$ cat config.mk
export PLATFORM = sky130hd
export DESIGN_NAME = branch_pc_unit
export DESIGN_NICKNAME = d
export VERILOG_FILES = /design/src/rtl/branch_pc_unit_pkg.sv /design/src/rtl/branch_pc_unit_cond_dec.sv /design/src/rtl/branch_pc_unit.sv
export SDC_FILE = /design/constraint.sdc
export NUM_CORES = 1
export LEC_CHECK = 0
export CELL_PAD_IN_SITES_DETAIL_PLACEMENT = 1
export CELL_PAD_IN_SITES_GLOBAL_PLACEMENT = 2
export CORE_MARGIN = 1
export CORE_UTILIZATION = 27
export CTS_BUF_LIST = sky130_fd_sc_hd__clkbuf_4 sky130_fd_sc_hd__clkbuf_8
export DETAILED_ROUTE_END_ITERATION = 6
export MAX_ROUTING_LAYER = met4
export PLACE_DENSITY = 0.89
export REMOVE_ABC_BUFFERS = 1
export SLEW_MARGIN = 10
export SYNTH_ARGS = -nofsm -noshare
export SYNTH_HDL_FRONTEND = slang
export SYNTH_SLANG_ARGS = --single-unit
$ cat constraint.sdc
create_clock -name pcu_i_clk -period 2.63 [get_ports pcu_i_clk]
set_input_delay 0.6575 -clock pcu_i_clk [delete_from_list [all_inputs] [get_ports pcu_i_clk]]
set_output_delay 0.6575 -clock pcu_i_clk [all_outputs]
set_load 0.03 [all_outputs]
$ cat src/rtl/branch_pc_unit_pkg.sv
// rtl/branch_pc_unit_pkg.sv - shared encodings and defaults for the branch/PC unit
package branch_pc_unit_pkg;

  // Branch funct3 encodings; 010 and 011 are reserved.
  localparam logic [2:0] F3_BEQ  = 3'b000;
  localparam logic [2:0] F3_BNE  = 3'b001;
  localparam logic [2:0] F3_BLT  = 3'b100;
  localparam logic [2:0] F3_BGE  = 3'b101;
  localparam logic [2:0] F3_BLTU = 3'b110;
  localparam logic [2:0] F3_BGEU = 3'b111;

  // Control FSM states.
  typedef enum logic [1:0] {
    ST_BOOT   = 2'd0,
    ST_RUN    = 2'd1,
    ST_TRAP   = 2'd2,
    ST_VECTOR = 2'd3
  } pcu_state_e;

  // Default PC on reset and after an acknowledged misaligned-target trap.
  localparam logic [31:0] DEF_RESET_PC = 32'h0000_0000;
  localparam logic [31:0] DEF_TRAP_VEC = 32'h0000_0100;

endpackage

$ cat src/rtl/branch_pc_unit_cond_dec.sv
// rtl/branch_pc_unit_cond_dec.sv - branch condition decoder (funct3 + compare flags)
module branch_cond_dec
  import branch_pc_unit_pkg::*;
(
  input  logic [2:0] funct3_i,
  input  logic       br_eq_i,
  input  logic       br_lt_i,
  output logic       cond_o,
  output logic       illegal_o,
  output logic       br_un_o
);

  // funct3[1] distinguishes the unsigned compares; the comparator answers in the same cycle.
  assign br_un_o = funct3_i[1];

  // Evaluate the branch condition; reserved encodings are never taken and flagged illegal.
  always_comb begin
    cond_o    = 1'b0;
    illegal_o = 1'b0;
    case (funct3_i)
      F3_BEQ:  cond_o = br_eq_i;
      F3_BNE:  cond_o = ~br_eq_i;
      F3_BLT:  cond_o = br_lt_i;
      F3_BLTU: cond_o = br_lt_i;
      F3_BGE:  cond_o = ~br_lt_i;
      F3_BGEU: cond_o = ~br_lt_i;
      default: illegal_o = 1'b1;
    endcase
  end

endmodule

$ cat src/rtl/branch_pc_unit.sv
// rtl/branch_pc_unit.sv - branch/jump resolution, PC register, trap FSM and taken counter
module branch_pc_unit
  import branch_pc_unit_pkg::*;
#(
  parameter logic [31:0] RESET_PC = DEF_RESET_PC,
  parameter logic [31:0] TRAP_VEC = DEF_TRAP_VEC,
  parameter int          CNT_W    = 16
) (
  input  logic             pcu_i_clk,
  input  logic             pcu_i_rst_n,
  input  logic             pcu_i_inst_valid,
  input  logic             pcu_i_stall,
  input  logic             pcu_i_is_branch,
  input  logic             pcu_i_is_jal,
  input  logic             pcu_i_is_jalr,
  input  logic [2:0]       pcu_i_funct3,
  input  logic [31:0]      pcu_i_imm,
  input  logic [31:0]      pcu_i_rs1,
  input  logic             pcu_i_br_eq,
  input  logic             pcu_i_br_lt,
  output logic             pcu_o_br_un,
  input  logic             pcu_i_trap_ack,
  output logic [31:0]      pcu_o_pc,
  output logic [31:0]      pcu_o_pc_plus4,
  output logic             pcu_o_taken,
  output logic             pcu_o_flush,
  output logic             pcu_o_misalign,
  output logic [31:0]      pcu_o_bad_addr,
  output logic             pcu_o_illegal,
  output logic [CNT_W-1:0] pcu_o_taken_cnt
);

  localparam logic [CNT_W-1:0] CNT_ONE = {{(CNT_W-1){1'b0}}, 1'b1};

  pcu_state_e       state_q, state_d;
  logic [31:0]      pc_q, pc_d;
  logic             flush_q, flush_d;
  logic             misalign_q, misalign_d;
  logic [31:0]      bad_addr_q, bad_addr_d;
  logic             illegal_q, illegal_d;
  logic [CNT_W-1:0] cnt_q, cnt_d;

  logic        cond;
  logic        f3_illegal;
  logic        running;
  logic        commit;
  logic        taken;
  logic        misalign_hit;
  logic        branch_only;
  logic [31:0] pc_plus4;
  logic [31:0] rel_target;
  logic [31:0] jalr_sum;
  logic [31:0] target;

  branch_cond_dec u_cond_dec (
    .funct3_i  (pcu_i_funct3),
    .br_eq_i   (pcu_i_br_eq),
    .br_lt_i   (pcu_i_br_lt),
    .cond_o    (cond),
    .illegal_o (f3_illegal),
    .br_un_o   (pcu_o_br_un)
  );

  // Target arithmetic wraps silently mod 2^32; JALR clears bit 0 only.
  assign pc_plus4    = pc_q + 32'd4;
  assign rel_target  = pc_q + pcu_i_imm;
  assign jalr_sum    = pcu_i_rs1 + pcu_i_imm;
  assign target      = pcu_i_is_jalr ? {jalr_sum[31:1], 1'b0} : rel_target;

  assign running      = (state_q == ST_RUN);
  assign commit       = running & pcu_i_inst_valid & ~pcu_i_stall;
  assign branch_only  = pcu_i_is_branch & ~pcu_i_is_jal & ~pcu_i_is_jalr;
  assign taken        = running & pcu_i_inst_valid &
                        (pcu_i_is_jal | pcu_i_is_jalr | (branch_only & cond));
  assign misalign_hit = taken & target[1];

  // State register.
  always_ff @(posedge pcu_i_clk or negedge pcu_i_rst_n) begin
    if (!pcu_i_rst_n) begin
      state_q <= ST_BOOT;
    end else begin
      state_q <= state_d;
    end
  end

  // Next-state logic: boot for one cycle, trap on misaligned taken commit, vector after ack.
  always_comb begin
    state_d = state_q;
    case (state_q)
      ST_BOOT:   state_d = ST_RUN;
      ST_RUN:    if (commit && misalign_hit) state_d = ST_TRAP;
      ST_TRAP:   if (pcu_i_trap_ack) state_d = ST_VECTOR;
      ST_VECTOR: state_d = ST_RUN;
      default:   state_d = ST_BOOT;
    endcase
  end

  // Datapath next values driven by the current state and the committing instruction.
  always_comb begin
    pc_d       = pc_q;
    flush_d    = 1'b0;
    misalign_d = misalign_q;
    bad_addr_d = bad_addr_q;
    illegal_d  = 1'b0;
    cnt_d      = cnt_q;
    case (state_q)
      ST_RUN: begin
        if (commit) begin
          illegal_d = branch_only & f3_illegal;
          if (misalign_hit) begin
            bad_addr_d = target;
            misalign_d = 1'b1;
          end else if (taken) begin
            pc_d    = target;
            flush_d = 1'b1;
            cnt_d   = cnt_q + CNT_ONE;
          end else begin
            pc_d = pc_plus4;
          end
        end
      end
      ST_TRAP: begin
        if (pcu_i_trap_ack) misalign_d = 1'b0;
      end
      ST_VECTOR: begin
        pc_d    = TRAP_VEC;
        flush_d = 1'b1;
      end
      default: ;
    endcase
  end

  // Datapath registers.
  always_ff @(posedge pcu_i_clk or negedge pcu_i_rst_n) begin
    if (!pcu_i_rst_n) begin
      pc_q       <= RESET_PC;
      flush_q    <= 1'b0;
      misalign_q <= 1'b0;
      bad_addr_q <= 32'h0;
      illegal_q  <= 1'b0;
      cnt_q      <= '0;
    end else begin
      pc_q       <= pc_d;
      flush_q    <= flush_d;
      misalign_q <= misalign_d;
      bad_addr_q <= bad_addr_d;
      illegal_q  <= illegal_d;
      cnt_q      <= cnt_d;
    end
  end

  // Output drive.
  always_comb begin
    pcu_o_pc        = pc_q;
    pcu_o_pc_plus4  = pc_plus4;
    pcu_o_taken     = taken;
    pcu_o_flush     = flush_q;
    pcu_o_misalign  = misalign_q;
    pcu_o_bad_addr  = bad_addr_q;
    pcu_o_illegal   = illegal_q;
    pcu_o_taken_cnt = cnt_q;
  end

endmodule

======== After elaboration in Yosys (flattened, before gate mapping) ========
Cells that the tools add are included.
cells by class
  $add $sub $neg .......................... 4
  equality and inequality tests ........... 13
  mux-type cells .......................... 20
  bitwise operators ....................... 16
  reductions and logical operators ........ 14
operator list
  operator               count
  $mux 32                4
  $add 32x32->32         2
  $pmux 32 s2            1
  $add 32x3->32 const B  1
  $add 16x1->16 const B  1
  $eq 3x3->1 const B     4
  $mux 1                 9
  $and 1x1->1            8
  $reduce_and 4->1       2
  $ne 2x1->1 const B     3
  $not 1->1              6
  $pmux 2 s3             1
  $reduce_and 3->1       2
  $reduce_or 2->1        3
  $reduce_or 6->1        1
  $eq 2x2->1 const B     2
  $mux 2                 2
  $ne 2x2->1 const B     2
  $pmux 1 s2             2
  $pmux 1 s4             1
  $reduce_bool 2->1      2
  $eq 3x1->1 const B     1
  $logic_not 3->1        1
  $eq 2x1->1 const B     1
  other kinds (4)        5
word-level totals
  flip-flop bits (word level) ............. 85
  input bits .............................. 77
  output and inout bits ................... 117
  logic and storage cells ................. 74

======== Depth between registers and ports, before layout ========
  word-level depth ........................ 10
  depth in mapped cells ................... 12
  mapped depth without buffers ............ 12

======== Hierarchy ========
Synthesis repeated with hierarchy kept, for this count alone.
unflattened totals
  cells, all modules ...................... 1,026
  area total of the unflattened synthesis .. 8,301.7 µm²
by module, submodules not included
  module           times used  cells each  area each (µm²)  sequential area each (µm²)
  branch_pc_unit   1           1,019       8,249.2          2,127.0
  branch_cond_dec  1           7           52.6             0.0

======== Worst setup path after synthesis ========
No wires, ideal clock.
  kind .................................... register -> output
  start ................................... reg pc_q[2], in the netlist pcu_o_pc[2]
  end ..................................... out pcu_o_pc_plus4[24]
  arrival ................................. 2.472 ns
  required time ........................... 1.972 ns
  slack ................................... -0.499 ns
  cell stages (with the launch flop) ...... 9
  buffers on the path ..................... 0
  cells stage by stage .................... dfrtp_1 -> ha_1 -> nand3_1 -> nor2_1 -> nand3_1 -> nor2_1 -> nand3_1 -> nor2_1 -> xor2_1
on the way
  cells in the longest elaborated chain, start to end .. 1
RTL lines
  element                 RTL line               RTL
  start, declared         branch_pc_unit.sv:36   logic [31:0] pc_q, pc_d;
  start signal, assigned  branch_pc_unit.sv:143  pc_q <= pc_d;
  $add 32x3->32           branch_pc_unit.sv:65   assign pc_plus4 = pc_q + 32'd4;
  end, declared           branch_pc_unit.sv:24   output logic [31:0] pcu_o_pc_plus4,
Every way passes these cells.

======== Final worst setup path ========
  start ................................... reg pc_q[8], in the netlist pcu_o_pc[8]
  end ..................................... out pcu_o_pc_plus4[31]
Same word-level chain as after synthesis.

==> impl_metrics.py <==
metrics = {
    "synthesis": {
        "synth-edff-count": 0,
        "synthArstFlopShare_pct": 100.0,
        "synth_top_cell_by_area": "dfrtp_1",
        "yosysSeqAreaShare_pct": 26.30,
        "syn-cell-area_sq_um": 8087,
        "synthCells": 1020,
        "synth_top_area_share_pct": 26.30,
        "ys_seq_elements": 85,
        "synth_area_leaders": "dfrtp_1 (26%), ha_1 (10%), nand2_1 (6.2%), xnor2_1 (5.6%), o21ai_0 (5.4%)",
        "syn_area_per_cell_sq_um": 7.928,
        "yosys_warnings": 0,
        "synth_cell_types": 75,
        "synth-main-ff-cell": "dfrtp_1",
    },
    "drt": {
        "dr.pass1.iters": 7,
        "drtIter0Drc": 1240,
        "drt-total-wl_um": 59130,
        "wl_per_cell_um": 29.78,
        "drtAntennaViolNets": 0,
        "vias": 12250,
        "routed_via_density": 6.168,
        "drc_errors": 0,
    },
    "placed_design": {
        "place_ws_ns": -1.342,
        "port_buffers": 193,
        "dpl.hpwl_um": 30530,
        "gp_congestion": 0.9699,
    },
    "sta": {
        "hold_slack_ns": 0.2528,
        "relSlewSlack_pct": 49.00,
        "layout_setup_ws_ns": -0.8302,
        "setup-violations-final": 79,
        "min_period_ns": 3.460,
        "skew_ns": 0.03366,
        "hold_viol_final": 0,
        "final.period_utilization_pct": 131.6,
        "rsz0062_at_grt": "yes",
        "tightestPinTransition_ns": 0.7592,
        "max_freq_mhz": 289.0,
        "finalMaxSlewViolations": 0,
    },
    "power_and_ir_drop": {
        "cellLeakagePower_nw": 7.332,
        "p_total_mw": 16.10,
        "ir_drop_v": 0.0003192,
        "p_per_area_nw_per_um2": 1009,
    },
    "finish": {
        "final_common_cell": "buf_4",
        "nets": 1742,
        "finalCoreUtilization_pct": 54.85,
        "mostFrequentLayoutCells": "buf_4 (357), clkdlybuf4s50_1 (115), nand2_1 (110), dfrtp_1 (82), buf_6 (69)",
        "syn2layout_area_growth_pct": 97.31,
        "drive_above_1_share_pct": 48.72,
    },
    "floorplan": {
        "fp.dieH_um": 175.1,
        "row_count": 62,
        "core-area_sq_um": 29090,
        "io-pin-count": 194,
        "die_area_sq_um": 30650,
        "start_util_pct": 27.80,
        "chipWidth_um": 175.1,
    },
    "clock_network": {
        "cts_made_buffers": 9,
        "h-tree-depth": 3,
        "cts-root-buf": "clkbuf_8",
        "cts_sinks": 85,
        "clk_pin_slew_ns": 0.13,
        "clk_path_buf_depth": 2,
        "cts_tree": "done",
        "cts_hold_buffers": 0,
        "clock_latency_ns": 0.43,
    },
    "critical_path": {
        "path_common_cell": "buf_4",
        "critPathMaxStageDelay_ns": 0.62,
        "arrival_ns": 2.80,
        "worst_path_max_delay_cell": "dfrtp_1",
        "crit_family": "simple AND/OR/NAND/NOR gates",
        "critPathKind": "reg -> out",
        "cp_cell_sequence": "buf_6 -> nand2_2 -> nor3_4 -> buf_4 -> nand3_2 -> nor3_2 -> buf_4 -> nand4_1 -> xnor2_2 -> buf_12",
        "start_kind": "flop",
        "path_buf_inv": 4,
        "endpoint_kind": "output pin",
        "cp_max_fo": 4,
        "critPathRequiredTime_ns": 1.97,
    },
    "min_path": {
        "hold_class": "in -> async",
    },
    "global_routing": {
        "grt_pass1_vias": 12450,
        "grt_max_degree": 47,
        "grt_usage_pct": 31.75,
        "grt-ovfl-total": 0,
        "antenna_found_initial": 0,
        "grt_pass1_wl_um": 73050,
    },
    "run_status": {
        "violations": "setup timing",
        "outcome": "finished, violations left",
    },
    "job": {
        "cap_violations": 0,
    },
}
[cell type report]
type	count	area, sq um
clock buffer	10	137.6
multi-input combinational	874	7734
fill	3213	13140
antenna	1	2.502
inverter	19	76.32
clock inverter	6	46.29
timing repair buffer	607	5348
sequential	85	2131
tap	384	480.5
[flip-flops by register name, indices dropped and copies added (netlist names)]
name,flops
pcu_o_pc,32
pcu_o_misalign,1
pcu_o_illegal,1
pcu_o_flush,1
pcu_o_bad_addr,32
pcu_o_taken_cnt,16
state_q,2
[synth_stat cells (23+ instances only)]
cell type / instances
a21o_1: 46
a21oi_1: 80
clkbuf_1: 35
dfrtp_1: 85
ha_1: 67
nand2_1: 133
nand3_1: 44
nor2_1: 75
nor3_1: 23
o21ai_0: 88
xnor2_1: 52
xor2_1: 36
[per-stage QoR]
stage / setup TNS (ns) / std cells / area (sq um)
after detailed placement: -67.65 / 1875 / 12910
after floorplan: -76.01 / 978 / 7916
final: -30.37 / 1986 / 15960
after global placement: -62.59 / 1875 / 12910
after global routing: -32.65 / 1985 / 15950
after CTS: -8.450 / 1944 / 14810
[kinds of logic after synthesis]
family	after synthesis	synth area share (%)
xor gates and xnor gates	88	9.531
AOI/OAI and AO/OA	316	25.22
DFF	85	26.30
and+or+nand+nor	384	22.92
muxes	17	2.182
adders and majority gates	69	10.86
buffers and inverters	61	2.986
[where the power goes]
part | switching, mW | internal (mW)
registers | 0.568 | 1.70
clock network | 0.669 | 0.378
logic | 7.18 | 5.62
[metal layers]
| layer | track usage [%] | wire [um] |
|---|---|---|
| met5 | - | 0 |
| met4 | 18.55 | 4728 |
| met3 | 5.374 | 5479 |
| met2 | 52.76 | 27170 |
| met1 | 35.87 | 21760 |
[worst paths after layout]
check,start,slack (ns),cells past startpoint,endpoint
worst max-delay path,pcu_o_pc[8],-0.83,10,pcu_o_pc_plus4[31]
worst min register to register,pcu_o_bad_addr[1],0.48,1,pcu_o_bad_addr[1]
worst min-delay path,pcu_i_rst_n,0.25,1,pcu_o_bad_addr[10]
worst max register to register,pcu_o_pc[4],-0.70,13,pcu_o_pc[31]
max in group asynchronous,pcu_i_rst_n,1.55,2,pcu_o_taken_cnt[13]
min in group pcu_i_clk,pcu_o_bad_addr[1],0.48,1,pcu_o_bad_addr[1]
[repair_timing]
action	in CTS	in global routing
setup endpoints to repair	97	87
resized for setup	440	199
pin swaps	123	108
setup buffers	60	52
endpoints found under the hold margin	0	0
No activity file was read; power rests on OpenSTA's default activity.
